<file path="config.mk">
export PLATFORM = sky130hd
export DESIGN_NAME = tetris_grid_builder_flat
export DESIGN_NICKNAME = d
export VERILOG_FILES = /design/src/rtl/tetris_grid_builder_if.sv /design/src/rtl/tetris_grid_builder.sv /design/src/flat_wrapper.sv
export SDC_FILE = /design/constraint.sdc
export NUM_CORES = 1
export LEC_CHECK = 0
export CAP_MARGIN = 20
export CORE_AREA = 2 2 251 191
export CTS_CLUSTER_SIZE = 30
export DETAILED_ROUTE_END_ITERATION = 8
export DIE_AREA = 0 0 253 193
export GPL_TIMING_DRIVEN = 0
export PLACE_DENSITY = 0.77
export SYNTH_ARGS = -nofsm -noshare
export SYNTH_HDL_FRONTEND = slang
export SYNTH_SLANG_ARGS = --single-unit
</file>
<file path="constraint.sdc">
create_clock -name clk -period 14.3 [get_ports clk]
set_input_delay 1.43 -clock clk [delete_from_list [all_inputs] [get_ports clk]]
set_output_delay 1.43 -clock clk [all_outputs]
set_load 0.1 [all_outputs]
</file>
<file path="src/rtl/tetris_grid_builder_if.sv">
// Handshake and frame-publish bundle between the lock/video side and the grid builder.
// The master drives the lock offer, falling-piece overlay and frame timing; the slave is the builder.
interface tetris_grid_builder_if #(
    parameter int COLS = 8,
    parameter int ROWS = 18
);
    localparam int GRID_W = COLS * ROWS;

    logic              lock_valid;
    logic [GRID_W-1:0] lock_mask;
    logic              lock_ready;
    logic [GRID_W-1:0] piece_mask;
    logic              frame_end;
    logic [GRID_W-1:0] data_swap;
    logic              draw_finish;
    logic              busy;
    logic [3:0]        lines_cleared;
    logic [15:0]       score;
    logic              game_over;

    modport master (
        output lock_valid, lock_mask, piece_mask, frame_end,
        input  lock_ready, data_swap, draw_finish, busy, lines_cleared, score, game_over
    );

    modport slave (
        input  lock_valid, lock_mask, piece_mask, frame_end,
        output lock_ready, data_swap, draw_finish, busy, lines_cleared, score, game_over
    );
endinterface

</file>
<file path="src/rtl/tetris_grid_builder.sv">
// Owns the committed playfield: merges locked pieces, removes full rows, scores, detects
// game over, and publishes playfield | falling piece to the storage stage at each frame end.
module tetris_grid_builder #(
    parameter int COLS = 8,
    parameter int ROWS = 18
) (
    input logic                 clk,
    input logic                 rst,
    tetris_grid_builder_if.slave bus
);
    localparam int GRID_W = COLS * ROWS;
    localparam int RW     = $clog2(ROWS);
    localparam int CW     = $clog2(ROWS + 1);
    localparam logic [RW-1:0] LAST_ROW = RW'(ROWS - 1);

    typedef enum logic [2:0] {
        S_IDLE,
        S_MERGE,
        S_SCAN,
        S_SHIFT,
        S_DONE
    } state_t;

    state_t            state_q, state_d;
    logic [GRID_W-1:0] grid_q, grid_d;
    logic [GRID_W-1:0] mask_q, mask_d;
    logic [GRID_W-1:0] swap_q, swap_d;
    logic [RW-1:0]     row_q, row_d;
    logic [CW-1:0]     clr_q, clr_d;
    logic [3:0]        lines_q, lines_d;
    logic [15:0]       score_q, score_d;
    logic              go_q, go_d;
    logic              df_q, df_d;

    logic [GRID_W-1:0] grid_shift;
    logic [ROWS-1:0]   row_full;
    logic [ROWS-1:0]   shift_full;
    logic              idle;
    logic              lock_ready;
    logic              handshake;
    logic [15:0]       points;
    logic [16:0]       score_sum;

    function automatic logic [15:0] clear_points(input logic [CW-1:0] n);
        case (n)
            CW'(0):  return 16'd0;
            CW'(1):  return 16'd1;
            CW'(2):  return 16'd3;
            CW'(3):  return 16'd5;
            default: return 16'd8;
        endcase
    endfunction

    // grid_shift is the playfield with row_q removed and everything above it dropped by one.
    generate
        for (genvar gi = 0; gi < ROWS; gi++) begin : g_row
            localparam logic [RW-1:0] GI = RW'(gi);
            assign row_full[gi] = &grid_q[gi*COLS +: COLS];
            if (gi == 0) begin : g_top
                assign grid_shift[COLS-1:0] = '0;
            end else begin : g_body
                assign grid_shift[gi*COLS +: COLS] = (GI <= row_q) ? grid_q[(gi-1)*COLS +: COLS]
                                                                   : grid_q[gi*COLS +: COLS];
            end
            assign shift_full[gi] = &grid_shift[gi*COLS +: COLS];
        end
    endgenerate

    assign idle       = (state_q == S_IDLE);
    assign lock_ready = idle && !go_q;
    assign handshake  = bus.lock_valid && lock_ready;

    always_comb begin
        state_d   = state_q;
        grid_d    = grid_q;
        mask_d    = mask_q;
        swap_d    = swap_q;
        row_d     = row_q;
        clr_d     = clr_q;
        lines_d   = lines_q;
        score_d   = score_q;
        go_d      = go_q;
        df_d      = bus.frame_end;
        points    = clear_points(clr_q);
        score_sum = {1'b0, score_q} + {1'b0, points};

        // While busy the storage stage keeps seeing the last consistent frame.
        if (bus.frame_end && idle) begin
            swap_d = grid_q | bus.piece_mask;
        end

        case (state_q)
            S_IDLE: begin
                if (handshake) begin
                    mask_d = bus.lock_mask;
                    if ((grid_q & bus.lock_mask) != '0) begin
                        go_d = 1'b1;
                    end else begin
                        state_d = S_MERGE;
                    end
                end
            end
            S_MERGE: begin
                grid_d  = grid_q | mask_q;
                row_d   = LAST_ROW;
                clr_d   = '0;
                state_d = S_SCAN;
            end
            S_SCAN: begin
                if (row_full[row_q]) begin
                    state_d = S_SHIFT;
                end else if (row_q == '0) begin
                    state_d = S_DONE;
                end else begin
                    row_d = row_q - RW'(1);
                end
            end
            S_SHIFT: begin
                // The recheck of the same row is folded in here, so each clear costs one cycle.
                grid_d = grid_shift;
                clr_d  = clr_q + CW'(1);
                if (shift_full[row_q]) begin
                    state_d = S_SHIFT;
                end else if (row_q == '0) begin
                    state_d = S_DONE;
                end else begin
                    row_d   = row_q - RW'(1);
                    state_d = S_SCAN;
                end
            end
            S_DONE: begin
                lines_d = (clr_q > CW'(15)) ? 4'hF : clr_q[3:0];
                score_d = score_sum[16] ? 16'hFFFF : score_sum[15:0];
                if (grid_q[COLS-1:0] != '0) begin
                    go_d = 1'b1;
                end
                state_d = S_IDLE;
            end
            default: begin
                state_d = S_IDLE;
            end
        endcase
    end

    always_ff @(posedge clk or posedge rst) begin
        if (rst) begin
            state_q <= S_IDLE;
            grid_q  <= '0;
            mask_q  <= '0;
            swap_q  <= '0;
            row_q   <= '0;
            clr_q   <= '0;
            lines_q <= '0;
            score_q <= '0;
            go_q    <= 1'b0;
            df_q    <= 1'b0;
        end else begin
            state_q <= state_d;
            grid_q  <= grid_d;
            mask_q  <= mask_d;
            swap_q  <= swap_d;
            row_q   <= row_d;
            clr_q   <= clr_d;
            lines_q <= lines_d;
            score_q <= score_d;
            go_q    <= go_d;
            df_q    <= df_d;
        end
    end

    assign bus.lock_ready    = lock_ready;
    assign bus.busy          = !idle;
    assign bus.data_swap     = swap_q;
    assign bus.draw_finish   = df_q;
    assign bus.lines_cleared = lines_q;
    assign bus.score         = score_q;
    assign bus.game_over     = go_q;
endmodule

</file>
<file path="src/flat_wrapper.sv">
// flat-port wrapper written by rule: the top's interface ports become plain ports
module tetris_grid_builder_flat 
#(
    parameter int COLS = 8,
    parameter int ROWS = 18
)
  (clk, rst, bus_lock_valid, bus_lock_mask, bus_piece_mask, bus_frame_end, bus_lock_ready, bus_data_swap, bus_draw_finish, bus_busy, bus_lines_cleared, bus_score, bus_game_over);
  tetris_grid_builder_if #(.COLS(COLS), .ROWS(ROWS)) bus_i ();
  input logic clk;
  input logic rst;
  input wire logic [$bits(bus_i.lock_valid)-1:0] bus_lock_valid;
  input wire logic [$bits(bus_i.lock_mask)-1:0] bus_lock_mask;
  input wire logic [$bits(bus_i.piece_mask)-1:0] bus_piece_mask;
  input wire logic [$bits(bus_i.frame_end)-1:0] bus_frame_end;
  output wire logic [$bits(bus_i.lock_ready)-1:0] bus_lock_ready;
  output wire logic [$bits(bus_i.data_swap)-1:0] bus_data_swap;
  output wire logic [$bits(bus_i.draw_finish)-1:0] bus_draw_finish;
  output wire logic [$bits(bus_i.busy)-1:0] bus_busy;
  output wire logic [$bits(bus_i.lines_cleared)-1:0] bus_lines_cleared;
  output wire logic [$bits(bus_i.score)-1:0] bus_score;
  output wire logic [$bits(bus_i.game_over)-1:0] bus_game_over;
  assign bus_i.lock_valid = bus_lock_valid;
  assign bus_i.lock_mask = bus_lock_mask;
  assign bus_i.piece_mask = bus_piece_mask;
  assign bus_i.frame_end = bus_frame_end;
  assign bus_lock_ready = bus_i.lock_ready;
  assign bus_data_swap = bus_i.data_swap;
  assign bus_draw_finish = bus_i.draw_finish;
  assign bus_busy = bus_i.busy;
  assign bus_lines_cleared = bus_i.lines_cleared;
  assign bus_score = bus_i.score;
  assign bus_game_over = bus_i.game_over;
  tetris_grid_builder #(.COLS(COLS), .ROWS(ROWS)) u_core (.clk(clk), .rst(rst), .bus(bus_i));
endmodule
</file>
## Word level (Yosys, flattened, before mapping)

Index checks and enable logic that the tools add are counted.

| cells by class | value |
|---|---|
| magnitude comparators | 19 |
| equality and inequality tests | 14 |
| reductions and logical operators | 52 |
| $add $sub $neg | 3 |
| bitwise operators | 3 |
| muxes and demuxes | 41 |

Operator list:

| operator | number |
|---|---|
| $or 144x144->144 | 2 |
| $pmux 144 s2 | 1 |
| $reduce_and 8->1 | 35 |
| $and 144x144->144 | 1 |
| $reduce_bool 144->1 | 1 |
| $mux 8 | 17 |
| $le 4x5->1 const A | 8 |
| $le 3x5->1 const A | 4 |
| $mux 3 | 6 |
| $add 16x4->17 | 1 |
| $mux 16 | 1 |
| $pmux 4 s4 | 1 |
| $mux 5 | 3 |
| $pmux 5 s3 | 1 |
| $pmux 3 s4 | 1 |
| $bmux 1 s5 | 2 |
| $eq 5x2->1 const B | 2 |
| $le 2x5->1 const A | 2 |
| $le 5x5->1 const A | 2 |
| $logic_not 5->1 | 2 |
| $ne 2x2->1 const B | 5 |
| $pmux 5 s2 | 1 |
| $reduce_bool 8->1 | 1 |
| $eq 3x2->1 const B | 2 |
| other kinds (21) | 30 |

| word-level totals | value |
|---|---|
| logic and storage cells | 142 |
| output and inout port bits | 168 |
| register bits after elaboration | 467 |
| input port bits | 292 |

## Longest topological paths before layout

| depth | value |
|---|---|
| depth in word-level cells | 7 |
| gate-level depth with buffers | 14 |
| gate-level depth less buffers | 14 |

## Worst setup path before layout

Ideal clock, no wire load.

| timing | value |
|---|---|
| kind | register to register |
| start point | register u_core.state_q[2] |
| end point | register u_core.mask_q[0] |
| clock period less this slack | 4.194 ns |
| required time | 14.175 ns |
| setup time | 0.125 ns |
| data arrival time | 4.069 ns |
| cell stages (with the launch flop) | 10 |
| setup slack | 10.106 ns |
| path buffers | 4 |
| path through | dfrtp_1 > clkbuf_1 > nor3_1 > inv_1 > nor2_1 > and2_1 > clkbuf_1 > clkbuf_1 > buf_2 > mux2_2 |

| on the way | value |
|---|---|
| cells in the longest elaborated chain, start to end | 4 |

Ends and longest elaborated chain:

| element | line | text |
|---|---|---|
| start: declaration | tetris_grid_builder.sv:24 | `state_t state_q, state_d;` |
| start signal: assignment | tetris_grid_builder.sv:158 | `state_q <= state_d;` |
| $logic_not 3->1 | tetris_grid_builder.sv:69 | `assign idle = (state_q == S_IDLE);` |
| $logic_and 1x1->1 | tetris_grid_builder.sv:70 | `assign lock_ready = idle && !go_q;` |
| net bus_lock_ready | flat_wrapper.sv:15 | `output wire logic [$bits(bus_i.lock_ready)-1:0] bus_lock_ready;` |
| $logic_and 1x1->1 | tetris_grid_builder.sv:71 | `assign handshake = bus.lock_valid && lock_ready;` |
| $reduce_and 2->1 (no source line) | -- |  |
| end signal: assignment | tetris_grid_builder.sv:160 | `mask_q <= mask_d;` |
| end: declaration | tetris_grid_builder.sv:26 | `logic [GRID_W-1:0] mask_q, mask_d;` |

The timed path passes the listed nets, and every way through them passes these cells.
A chain may end at the register's enable or synchronous reset.

## Worst setup path in the final report

| timing | value |
|---|---|
| start point | register u_core.state_q[2] |
| end point | output bus_lock_ready |

| on the way | value |
|---|---|
| cells in the longest elaborated chain, start to end | 2 |

Ends and longest elaborated chain:

| element | line |
|---|---|
| $logic_not 3->1 | tetris_grid_builder.sv:69 |
| $logic_and 1x1->1 | tetris_grid_builder.sv:70 |
| end: declaration | flat_wrapper.sv:15 |

Every way passes these cells.

==> flow_summary.toml <==
[worst_hold_path]
holdCritPathClass = "reg2reg"
whs_path_depth = 1
min_to = "u_core.mask_q[111]"
min_from = "u_core.mask_q[111]"

[sta]
slew_headroom_pct = 19.6
period_needed_ns = 4.53
hold_violations = 0
rsz0062_at_grt = "false"
worst_slack_ns = 9.77
tightest_slew_ns = 1.20
finalMaxSlewViolations = 0
fin_skew_ns = 0.0233
fmax_mhz = 221
min_period_over_period_pct = 31.7
tns_ns = 0
setup_viol = 0

[run]
cap_viol_max_count = 0

[floorplan]
die_x_um = 253
die_area_sq_um = 48800
die_y_um = 193
io_pins = 460
core_sq_um = 46600
initial_core_util_pct = 46.4
rows = 69

[setup_path]
cp-end-kind = "output port"
required_ns = 12.87
cp_max_fo = 9
r2r_start = "u_core.row_q[0]"
crit_type = "reg2out"
max_stage_delay_ns = 1.18
reg2reg_depth = 11
crit_buf_inv = 3
path_delay_family = "buffers and inverters"
slowest_stage = "clkdlybuf4s50_1"
worstPathCellList = "clkbuf_1, nor3_1, inv_1, nor2_1, clkdlybuf4s50_1"
arrival_ns = 3.10
r2r_slack_ns = 9.92
crit_path_start_kind = "register"
r2r_end = "u_core.row_q[0]"

[clock_tree]
cts.sink_count = 467
ctsLongestPathBuffers = 3
clock-root-buffer = "clkbuf_16"
cts_made_buffers = 48
htree_num_levels = 2
hold_buffers = 0
clk_pin_slew_worst_paths_ns = 0.06
post_cts_resized = 0
clk_latency_ns = 0.58
post-cts-setup-buffers = 0
cts_tree = "yes"

[grt]
globalRoute.totalOverflow = 0
grt_max_degree = 45
grt_first_pass_wirelength_um = 129000
grt_pass1_vias = 20400
antenna_found_initial = 7
grt_use_total_pct = 35.8

[placement]
dp.final_hpwl_um = 68200
dp_slack_ns = 9.97
gp_congestion = 0.952
dp_cells = 3377
io_buffers = 459

[logic_synthesis]
yosys_warnings = 0
yosysUniqueCellTypes = 71
async_reset_ff_share_pct = 100
synth_area_sq_um = 21600
synth_seq_cells = 467
synth_area_leader_cell = "dfrtp_1"
yosysSeqAreaShare_pct = 54.1
synth_area_leaders = "dfrtp_1 54%, nor2_1 13%, mux2_2 7.8%"
synthCells = 2302
syn_nets = 2609
yosysTopAreaCellShare_pct = 54.1
synth_edf_count = 0
syn_avg_cell_area_sq_um = 9.39
synthFlopType = "dfrtp_1"

[detailed_routing]
drtPass1Iterations = 6
drtIter0Drc = 3024
wl_um = 89100
wl_per_cell_um = 25.7
ant_nets = 0
drc_errors = 0
via_per_inst = 6.16
vias = 21300

[pwr]
swShare_pct = 50.0
p_leak_nw = 12.1
combinationalPowerShare_pct = 48.7
clkPwrFrac_pct = 19.5
powerDensity_nw_per_um2 = 233
finalPower_mw = 6.73
vdd_drop_max_uv = 159
seqPwrFrac_pct = 31.8
power.internal_mw = 3.36
p_sw_mw = 3.37

[outcome]
run_status = "completed"

[final_layout]
nNetsFinal = 3131
final_cell_mix = "753 x nor2_1, 467 x dfrtp_1, 459 x clkdlybuf4s50_1"
final_cells = 3466
fill_cells = 3896
final_common_cell = "nor2_1"
area_growth_pct = 33.5
final_layout_size_suffix_gt1_share_pct = 9.69
[cell families after synthesis]
group	Yosys count	synth area share, %
AO/OA/AOI/OAI	574	16.0
XOR/XNOR	6	0.243
adder cells (fa/ha/maj)	15	0.903
buffers and inverters	131	2.44
flip-flops	467	54.1
multiplexers	159	8.26
AND/OR/NAND/NOR	950	18.1
[cells in the mapped netlist, types with 5 or more instances]
library cell  count
a22oi_1          38
a221oi_1         19
a22o_1           19
inv_1            16
a21oi_1         308
o22ai_1         137
nor4_1           15
nand2b_1          8
clkbuf_1         92
nor2_1          753
nand3_1          14
nand4_1          48
mux2_2          150
nand2_1          51
buf_2            13
nor3_1           29
mux2i_1           8
dfrtp_1         467
ha_1             14
and2_1            5
o21ai_0          14
[registers in the layout (all words and copies together), names as in the netlist]
signal / cells
u_core.bus.data_swap: 144
u_core.grid_q: 144
u_core.mask_q: 144
u_core.bus.score: 16
u_core.clr_q: 5
u_core.row_q: 5
u_core.bus.lines_cleared: 4
u_core.state_q: 3
u_core.bus.draw_finish: 1
u_core.bus.game_over: 1
[metal layers]
layer / track usage, % / routed length [um] / share of wire [%]
met1: 48.8 / 34800 / 39
met2: 53.8 / 38500 / 43
met3: 11.5 / 12300 / 14
met4: 13.1 / 3370 / 3.8
met5: 0 / 54 / 0.061
[worst max-delay path by stage]
stage | startpoint | end | slack [ns] | depth (start not counted)
2_1_floorplan | rst | u_core.bus.data_swap[0] | 6.55 | 1
3_3_place_gp | rst | u_core.bus.data_swap[105] | 3.65 | 2
3_5_place_dp | bus_frame_end | u_core.bus.data_swap[49] | 9.97 | 7
4_1_cts | u_core.state_q[2] | bus_lock_ready | 9.78 | 5
5_1_grt | u_core.state_q[2] | bus_lock_ready | 9.66 | 5
6_report | u_core.state_q[2] | bus_lock_ready | 9.77 | 5
[final cells by class]
class / instances / area [sq um] / area share, %
Clock inverter: 13 / 165 / 0.572
Clock buffer: 73 / 1460 / 5.05
Timing Repair Buffer: 472 / 4850 / 16.8
Antenna cell: 3 / 7.51 / 0.0260
Buffer: 112 / 455 / 1.58
Tap cell: 603 / 754 / 2.62
Inverter: 19 / 75.1 / 0.260
Multi-Input combinational cell: 1704 / 9400 / 32.6
Sequential cell: 467 / 11700 / 40.5
[per-stage QoR]
| step | hold slack (ns) | util [%] | cell area [sq um] |
|---|---|---|---|
| after floorplan | 0.472 | - | 21600 |
| after global routing | 0.524 | 61.9 | 28800 |
| after CTS | 0.509 | 61.9 | 28800 |
| final | 0.507 | 61.9 | 28900 |
| after detailed placement | 0.491 | 58.4 | 27200 |
| after global placement | 0.487 | 57.8 | 27000 |
[power by group through the flow]
stage                     clock (mW)  sequential [mW]  combinational [mW]
final                           1.31             2.14                3.28
after global routing            1.38             2.17                3.42
after CTS                       1.32             2.12                3.25
after detailed placement           0             2.14                3.24
after global placement             0             2.12                3.18
after floorplan                    0             3.38               0.978
(Power assumes the default switching activity.)
